[src/rtl/me_comp_residual.sv]
// Motion-compensation residual stage: buffers a 4x4 block and 8x8 search area, then emits
// the 16 signed residuals (current minus displaced reference) for a two-cycle vector.
module me_comp_residual (
    input  logic       clk,
    input  logic       rst_n,
    input  logic       block_valid,
    input  logic       area_valid,
    input  logic [7:0] in_data,
    input  logic       vec_valid,
    input  logic [2:0] vec_in,
    output logic       out_valid,
    output logic [8:0] out_residual
);

    typedef enum logic [1:0] {StLoad, StWaitVx, StWaitVy, StOut} state_t;

    state_t     state_q, state_d;
    logic [3:0] bc_q, bc_d;
    logic [5:0] ac_q, ac_d;
    logic [3:0] oc_q, oc_d;
    logic [2:0] vx_q, vx_d;
    logic [2:0] vy_q, vy_d;
    logic       out_valid_d;
    logic [8:0] out_residual_d;

    logic [7:0] blk_mem  [16];
    logic [7:0] area_mem [64];

    logic       blk_we, area_we;
    logic [2:0] ref_row, ref_col;
    logic [7:0] ref_pix;
    logic [8:0] residual;

    // Out-of-range components saturate to the +/-2 search window.
    function automatic logic [2:0] clamp3(input logic [2:0] v);
        logic [2:0] r;
        case (v)
            3'b100, 3'b101: r = 3'b110;
            3'b011:         r = 3'b010;
            default:        r = v;
        endcase
        return r;
    endfunction

    assign blk_we  = (state_q == StLoad) && block_valid;
    assign area_we = (state_q == StLoad) && !block_valid && area_valid;

    always_ff @(posedge clk) begin
        if (blk_we) begin
            blk_mem[bc_q] <= in_data;
        end
        if (area_we) begin
            area_mem[ac_q] <= in_data;
        end
    end

    // Offsets stay within 0..7, so 3-bit modular arithmetic is exact.
    assign ref_row  = 3'd2 - vy_q + {1'b0, oc_q[3:2]};
    assign ref_col  = 3'd2 + vx_q + {1'b0, oc_q[1:0]};
    assign ref_pix  = area_mem[{ref_row, ref_col}];
    assign residual = {1'b0, blk_mem[oc_q]} - {1'b0, ref_pix};

    always_comb begin
        state_d        = state_q;
        bc_d           = bc_q;
        ac_d           = ac_q;
        oc_d           = oc_q;
        vx_d           = vx_q;
        vy_d           = vy_q;
        out_valid_d    = 1'b0;
        out_residual_d = 9'd0;
        unique case (state_q)
            StLoad: begin
                if (block_valid) begin
                    bc_d = bc_q + 4'd1;
                end else if (area_valid) begin
                    if (ac_q == 6'd63) begin
                        ac_d    = 6'd0;
                        bc_d    = 4'd0;
                        state_d = StWaitVx;
                    end else begin
                        ac_d = ac_q + 6'd1;
                    end
                end
            end
            StWaitVx: begin
                if (vec_valid) begin
                    vx_d    = clamp3(vec_in);
                    state_d = StWaitVy;
                end
            end
            StWaitVy: begin
                if (vec_valid) begin
                    vy_d    = clamp3(vec_in);
                    state_d = StOut;
                end
            end
            StOut: begin
                out_valid_d    = 1'b1;
                out_residual_d = residual;
                oc_d           = oc_q + 4'd1;
                if (oc_q == 4'd15) begin
                    state_d = StLoad;
                end
            end
            default: state_d = StLoad;
        endcase
    end

    always_ff @(posedge clk or negedge rst_n) begin
        if (!rst_n) begin
            state_q      <= StLoad;
            bc_q         <= 4'd0;
            ac_q         <= 6'd0;
            oc_q         <= 4'd0;
            vx_q         <= 3'd0;
            vy_q         <= 3'd0;
            out_valid    <= 1'b0;
            out_residual <= 9'd0;
        end else begin
            state_q      <= state_d;
            bc_q         <= bc_d;
            ac_q         <= ac_d;
            oc_q         <= oc_d;
            vx_q         <= vx_d;
            vy_q         <= vy_d;
            out_valid    <= out_valid_d;
            out_residual <= out_residual_d;
        end
    end

endmodule

[config.mk]
export PLATFORM = sky130hd
export DESIGN_NAME = me_comp_residual
export DESIGN_NICKNAME = d
export VERILOG_FILES = /design/src/rtl/me_comp_residual.sv
export SDC_FILE = /design/constraint.sdc
export NUM_CORES = 1
export LEC_CHECK = 0
export BUFFER_PORTS_ARGS = -buffer_cell sky130_fd_sc_hd__buf_4
export CORE_UTILIZATION = 63
export DETAILED_ROUTE_END_ITERATION = 10
export PLACE_DENSITY = 0.76
export SLEW_MARGIN = 30
export SYNTH_ARGS = -nofsm -noshare
export SYNTH_HDL_FRONTEND = slang
export SYNTH_SLANG_ARGS = --single-unit
export TNS_END_PERCENT = 100
[constraint.sdc]
create_clock -name clk -period 6.1 [get_ports clk]
set_input_delay 0.305 -clock clk [delete_from_list [all_inputs] [get_ports clk]]
set_output_delay 0.305 -clock clk [all_outputs]
set_load 0.02 [all_outputs]
### Word-level counts from Yosys, hierarchy flattened

Memories as Yosys holds them, arrays and structs flattened.
Index checks and enable logic that the tools add are counted.

| operators by class | value |
|---|---|
| add/sub/neg operators | 8 |
| equal/unequal tests | 14 |
| multiplexer cells | 18 |
| bitwise logic cells | 1 |
| reductions and logical operators | 13 |

Operators with widths:

| kind | number |
|---|---|
| 2-bit two-way mux | 6 |
| 4-bit two-way mux | 3 |
| 2-bit inequality test, second input constant | 5 |
| 9-bit two-way mux | 1 |
| 8-bit by 8-bit subtractor with 9-bit output | 1 |
| 4-bit by 1-bit adder with 4-bit output, second input constant | 2 |
| 2-bit one-hot mux with 4 select lines | 1 |
| 3-bit by 2-bit adder with 3-bit output | 2 |
| 6-bit by 1-bit adder with 6-bit output, second input constant | 1 |
| 3-bit equality test, second input constant | 2 |
| 6-bit equality test, second input constant | 1 |
| 6-bit two-way mux | 1 |
| 3-bit one-hot mux with 2 select lines | 1 |
| 3-bit AND reduction | 2 |
| 6-bit AND reduction | 1 |
| 1-bit two-way mux | 5 |
| 2-bit equality test, second input constant | 2 |
| 4-bit equality test, second input constant | 1 |
| 2-bit AND reduction | 2 |
| 2-bit nonzero test | 2 |
| 2-bit by 3-bit adder with 3-bit output, first input constant | 1 |
| 3-bit by 2-bit equality test with 1-bit output, second input constant | 1 |
| 1-bit logical AND | 3 |
| 2-bit by 3-bit subtractor with 3-bit output, first input constant | 1 |
| other kinds (6) | 6 |

| storage, ports and cells | value |
|---|---|
| bits in registers | 32 |
| bits in writable memories | 640 |
| bits of input ports | 16 |
| word-level logic and storage cells | 64 |
| memories kept | 2 |

Memory list:

| name | depth | width | rd ports | clocked after memory_dff | write ports | line | source |
|---|---|---|---|---|---|---|---|
| area_mem | 64 | 8 | 1 | 0 | 1 | 27 | `logic [7:0] area_mem [64];` |
| blk_mem | 16 | 8 | 1 | 0 | 1 | 26 | `logic [7:0] blk_mem [16];` |

### Depth between registers and ports, before layout

Gate-level depths: netlist (run 1).

| depth | value |
|---|---|
| depth in word-level cells | 5 |
| depth in mapped cells | 21 |
| depth with buffers taken out | 17 |

### Worst setup path before layout (run 1)

Ideal clock, no wire load.

| path | value |
|---|---|
| path kind | register -> register |
| start | reg oc_q[1] |
| end | reg out_residual[6] |
| data arrival time | 4,972 ps |
| setup slack | 1,049 ps |
| cell stages (with the launch flop) | 22 |
| path through | dfrtp_1 -> clkbuf_1 -> clkbuf_1 -> inv_1 -> ha_1 -> inv_1 -> ha_1 -> buf_2 -> buf_1 -> clkbuf_1 -> mux4_2 -> mux4_2 -> a22oi_1 -> nand2_1 -> ha_1 -> fa_1 -> nor2b_1 -> o21ai_0 -> a21boi_0 -> o21ai_0 -> a21o_1 -> a21oi_1 |

| between the ends | value |
|---|---|
| longest elaborated chain between the ends | 4 |
| elaborated cells between the ends (all ways) | 5 |
| those cells by class | 2 x add/sub; 1 x mux; 2 x memory |

Ends and longest elaborated chain:

| element | line | source |
|---|---|---|
| start, declared | 20 | `logic [3:0] oc_q, oc_d;` |
| start signal, assigned | 115 | `oc_q <= 4'd0;` |
| start signal, assigned | 124 | `oc_q <= oc_d;` |
| 3-bit by 2-bit adder with 3-bit output | 59 | `assign ref_col = 3'd2 + vx_q + {1'b0, oc_q[1:0]};` |
| memory 64 x 8 bit | - |  |
| 8-bit by 8-bit subtractor with 9-bit output (*) | 61 | `assign residual = {1'b0, blk_mem[oc_q]} - {1'b0, ref_pix};` |
| 9-bit two-way mux (*) | 72 | `unique case (state_q)` |
| via out_residual_d[6] | 24 | `logic [8:0] out_residual_d;` |
| end signal, assigned | 128 | `out_residual <= out_residual_d;` |
| end, declared | 12 | `output logic [8:0] out_residual` |

Mark *: on every way through the listed nets, which the timed path passes. The rest lies on a longest branch.
A chain may end at the register's enable or synchronous reset.

### Worst setup path in the final report (run 1)

| path | value |
|---|---|
| start | reg oc_q[1] |
| end | reg out_residual[8] |

Same word-level chain as after synthesis.

==> run summary, run 1 <==
Sequential fraction of the synthesis area = 75.5%
Max incr delay on CP = 720 ps
I/O pin cnt = 26
Post-route ant nets = 0
Mapped cell area = 26500 sq um
Tcrit/Tclk final = 80.3%
Remaining DRCs = 0
Kind of critical path = register to register
Worst-margin pin slew = 1010 ps
Register area = 20000 sq um
Clock Latency Late Sink = 590 ps
Post-layout minimum cycle time = 4900 ps
DP Worst Slack = 1230 ps
CTS tree = built
Vias per cell = 6.58
Yosys reg bits = 672
Die H = 207 um
Synth unique cells = 43
Final hold viol count = 0
Top_reg_cell synth = edfxtp_1
Multi-input gate area = 6170 sq um
Worst Hold Launch = vec_in[1]
H-Tree Depth = 3
Post-layout nets = 1304
Cell Area, Placed = 27300 sq um
Die width = 207 um
CTS Buf Count = 67
Remaining global-route overflow = 0
Synth area leaders = edfxtp_1, mux4_2, dfrtp_1
Relative slew slack = 32.7%
Core region area = 41200 sq um
Top cell type's share of synthesized area = 72.5%
Leak Pwr = 0.00939 uW
Synth Area per Inst = 22.1 sq um
Mapped Cells = 1200
Commonest cells after routing, fill and taps aside = edfxtp_1, mux4_2, nor2_1
Top cell family by delay on the critical path = compound AO/OA/AOI/OAI gates
Initial antenna violation count = 0
Buf/Inv on CP = 3
Critical path fanouts, max = 14
Setup WS post-layout = 1200 ps
Setup TNS = 0 ps
Yosys warns = 0
Initial Utilization = 64.3%
Bufs on Longest Clock Path = 3
Post-detail-place hpwl = 31.7 mm
Worst min path class = primary input to register
Crit path launch type = register
Worst endpoint required time = 6530 ps
Post-synth EDFFs = 640
Peak VDD IR = 403 uV
Largest net degree at the start of global routing = 81
Number of port buffers = 25
Peak Freq = 204 MHz
Post-CTS Setup Inserts = 0
Commonest non-fill, non-tap cell in the layout = edfxtp_1
Num Clock Sinks = 672
Vias in the first global route = 12400
Setup crit end kind = register
Max_cap viols = 0
Rows = 74
Fin area = 29400 sq um
Pwr Density = 572 nW/um^2
Vias = 12100
First-pass GRT wire length = 80.1 mm
GRT Total Usage = 25.9%
Crit path from = oc_q[1]
TritonRoute pass-1 iters = 5
Fin. max-slew vios = 0
Post-synth ARST share = 4.76%
RePlAce Congestion = 0.815
Worst-path cell chain = inv_1, ha_1, inv_1, ha_4, xor2_1, xnor2_4, buf_4, mux4_2, a22o_1, a221oi_2, ha_1, nor2b_1, o21ai_0, a21boi_0, o21ai_0, a21oi_1, a2111oi_0
Filler Cell Count = 2281
WL final = 53.2 mm
Ant diodes = 0
Layout cell share with drive strength beyond 1 = 26.9%
FF-to-FF Start = oc_q[1]
Iter 0 DRT Violations = 1334
Die area = 42900 sq um
Area added between synthesis and finish = 11.0%
# setup viols final = 0
CP max stage cell = xnor2_4
Reg clk slew, reported paths = 60 ps
CP Data Arrival Time = 5330 ps
Net Count, Synth = 1242
Routed length per instance = 28.9 um
RSZ-0062 raised after global routing = false
Skew final = 23.2 ps
Status = complete, no violations
Cell taking the most area after synthesis = edfxtp_1
Clk root buf = clkbuf_16
-- path summary, 6_finish.rpt --
check                             endpoint  slack [ps]  cells past startpoint
max in group asynchronous          oc_q[0]        5510                      2
hold / removal                     vx_q[1]          50                      3
hold reg to reg                    vx_q[1]         490                      2
setup reg to reg           out_residual[8]        1200                     17
setup / recovery           out_residual[8]        1200                     17
min in group asynchronous  out_residual[2]         210                      2
-- power breakdown --
group / internal (uW) / total, uW / switching, uW
logic: 3660 / 7560 / 3900
registers: 5190 / 5290 / 102
clock network: 2340 / 3980 / 1650
-- kinds of logic (layout without fill, tap and decap cells) --
kind of cell             Yosys count  count (layout)  share of synthesized area, %
AND/OR/NAND/NOR                  168             168                          2.92
AO/OA/AOI/OAI                     46              46                          1.37
XOR/XNOR                          10              10                         0.359
adder cells (fa/ha/maj)           26              26                          1.26
flip-flops                       672             672                          75.5
multiplexers                     205             205                          17.2
buffers and inverters             73             183                          1.38
-- synth_stat cells, types with 6 or more instances --
cell type,count
a221oi_2,6
a22o_1,9
and2_1,19
buf_1,7
buf_2,10
buf_6,8
clkbuf_1,25
dfrtp_1,32
edfxtp_1,640
ha_1,25
inv_1,16
mux4_2,200
nand2_1,29
nand3_1,10
nor2_1,78
nor2b_1,7
nor3_1,8
o21ai_0,12
-- metrics by stage --
stage	power, uW	util, %	hold WS [ps]	instances
after floorplan	10800	-	9.41	1200
after global placement	12800	66.2	274	1722
after detailed placement	12900	66.2	280	1722
after CTS	16900	71.4	33.3	1842
after global routing	17500	71.5	47.7	1842
final	16800	71.5	51.0	1842
-- sequential cells by signal, indices dropped and copies added, names as in the netlist --
register / cells
ac_q: 6
blk_mem: 128
vx_q: 3
bc_q: 4
state_q: 2
vy_q: 3
out_valid: 1
out_residual: 9
oc_q: 4
area_mem: 512
-- tightest hold or removal path, stage by stage --
cell     delay [ps]
buf_4            80
nor2_1           50
o21ai_0         140
-- routing by layer --
layer / vias to the layer above / wire, um / GRT usage, %
li1: 5114 / - / -
met5: - / 0 / 0
met1: 6367 / 21000 / 37.1
met4: 0 / 1210 / 7.26
met3: 86 / 4520 / 5.72
met2: 557 / 26500 / 41.4
-- repair_timing --
item / CTS / global route
endpoints found under the hold margin: 35 / 0
gates resized for setup: 0 / 0
hold buffers: 3 / 0
-- final cells by class --
type,instances,share of cell area (%)
clock buffers,91,6.43
clock inverters,26,0.748
inverters,18,0.230
multi-input cells,455,21.0
flip-flops and latches,672,68.0
well taps,532,2.26
repair buffers,48,1.38
(Power assumes the default switching activity.)
==> run 2, diff against run 1 <==
- CORE_UTILIZATION: 63 -> 57
- PLACE_DENSITY: 0.76 -> 0.73
- clock period: 6.1 -> 4.4 ns (I/O delays scaled with it)
==> run 2 against run 1 <==
Clock-buffer cell count shrank 3. Power up 49%. Sequential power rose by 38%. First-iteration DRC count rose by 2.0%. Flip-flop and latch count stayed put. Critical endpoint is now out_residual[6].
==> run summary, run 2 (same netlist as run 1, synthesis figures left out) <==
Vias in the first global route = 12600
Core region area = 45700 sq um
Post-detail-place hpwl = 32.3 mm
Min Hold Slack = 42.4 ps
Skew final = 16.5 ps
GRT Total Usage = 24.0%
Crit path launch type = register
Number of port buffers = 25
Peak VDD IR = 1090 uV
Initial Utilization = 58.0%
RePlAce Congestion = 0.851
Kind of critical path = register to register
Initial antenna violation count = 2
Worst-margin pin slew = 971 ps
I/O pin cnt = 26
Setup crit end kind = register
Largest regs = area_mem x512, blk_mem x128, out_residual x9
Bufs on Longest Clock Path = 3
Max_cap viols = 0
Remaining global-route overflow = 0
Reg clk slew, reported paths = 60 ps
Worst-path cell chain = inv_1, ha_1, inv_1, ha_4, buf_12, buf_12, mux4_2, mux4_2, a22o_4, a221o_1, fa_1, nor2b_1, o21ai_1, a21boi_2, o21ai_2, a21o_1, a21oi_1
Register area = 20000 sq um
Pwr Density = 832 nW/um^2
Largest net degree at the start of global routing = 81
Die area = 47400 sq um
Relative slew slack = 35.2%
Tcrit/Tclk final = 95.8%
Num Clock Sinks = 672
Worst endpoint required time = 4920 ps
CTS Buf Count = 69
CP max stage cell = mux4_2
Rows = 78
Filler Cell Count = 2869
Worst min path class = primary input to register
# setup viols final = 0
Largest register FFs = 512
H-Tree Depth = 3
Layout cell share with drive strength beyond 1 = 29.7%
Multi-input gate area = 6230 sq um
Max incr delay on CP = 520 ps
Buf/Inv on CP = 4
Commonest cells after routing, fill and taps aside = edfxtp_1, mux4_2, nor2_1
Post-route ant nets = 0
Clk root buf = clkbuf_16
TritonRoute pass-1 iters = 7
Status = complete, no violations
CP Data Arrival Time = 4730 ps
Post-layout minimum cycle time = 4220 ps
Vias per cell = 6.33
Setup TNS = 0 ps
Area added between synthesis and finish = 13.7%
Post-layout nets = 1341
Remaining DRCs = 0
Biggest register = area_mem
Vias = 12400
Ant diodes = 0
Leak Pwr = 0.00969 uW
Die width = 218 um
CTS tree = built
Cell Area, Placed = 27600 sq um
Final hold viol count = 0
Iter 0 DRT Violations = 1361
Top cell family by delay on the critical path = compound AO/OA/AOI/OAI gates
Routed length per instance = 28.3 um
Critical path fanouts, max = 11
WL final = 55.1 mm
Clock Latency Late Sink = 600 ps
Commonest non-fill, non-tap cell in the layout = edfxtp_1
Peak Freq = 237 MHz
Die H = 218 um
Fin area = 30100 sq um
RSZ-0062 raised after global routing = false
First-pass GRT wire length = 81.1 mm
Fin. max-slew vios = 0
run 2: worst paths after layout:
| path | startpoint | endpoint | slack [ps] | cells after the start |
|---|---|---|---|---|
| worst min-delay path | vec_valid | vy_q[1] | 40 | 3 |
| worst max-delay path | oc_q[1] | out_residual[6] | 180 | 17 |
| min in group asynchronous | rst_n | out_residual[8] | 110 | 2 |
| max in group asynchronous | rst_n | oc_q[0] | 3890 | 2 |
| worst max register to register | oc_q[1] | out_residual[6] | 180 | 17 |
| worst min register to register | vx_q[1] | vx_q[1] | 500 | 2 |
run 2: report_power, final:
part           internal, uW  leakage, uW  switching (uW)
Sequential             7190      0.00616             127
Clock                  3440      0.00108            2330
Combinational          6060      0.00245            5920
run 2: cell type report:
cell class | count | share of cell area [%]
Sequential cell | 672 | 66.4
Multi-Input combinational cell | 455 | 20.7
Clock inverter | 35 | 1.21
Clock buffer | 88 | 6.14
Tap cell | 600 | 2.49
Inverter | 18 | 0.224
Timing Repair Buffer | 83 | 2.84
run 2: metal layers:
metal	wire length, um	GRT usage (%)
met1	22400	33.9
met2	27300	38.0
met3	4040	5.10
met4	1380	7.58
met5	18	0
run 2: per-stage QoR:
| stage | worst slack [ps] | instances | total power (uW) | util, % |
|---|---|---|---|---|
| after floorplan | 14.6 | 1200 | 15100 | - |
| after global placement | 75.2 | 1811 | 18300 | 60.5 |
| after detailed placement | -92.3 | 1811 | 18500 | 60.5 |
| after CTS | 48.3 | 1938 | 24400 | 65.5 |
| after global routing | 29.4 | 1951 | 26100 | 66.0 |
| final | 184 | 1951 | 25100 | 66.0 |
run 2: timing repair:
item,in CTS,in global routing
buffers inserted,0,10
endpoints found under the hold margin,38,0
gates resized for setup,3,17
pin swaps,0,2
gates cloned,0,3
setup endpoints to repair,4,4
hold buffers,4,0
run 2: worst min-delay path, cell delays in order:
cell and delay, ps:
buf_4 130, nand2_1 140, o21ai_0 100
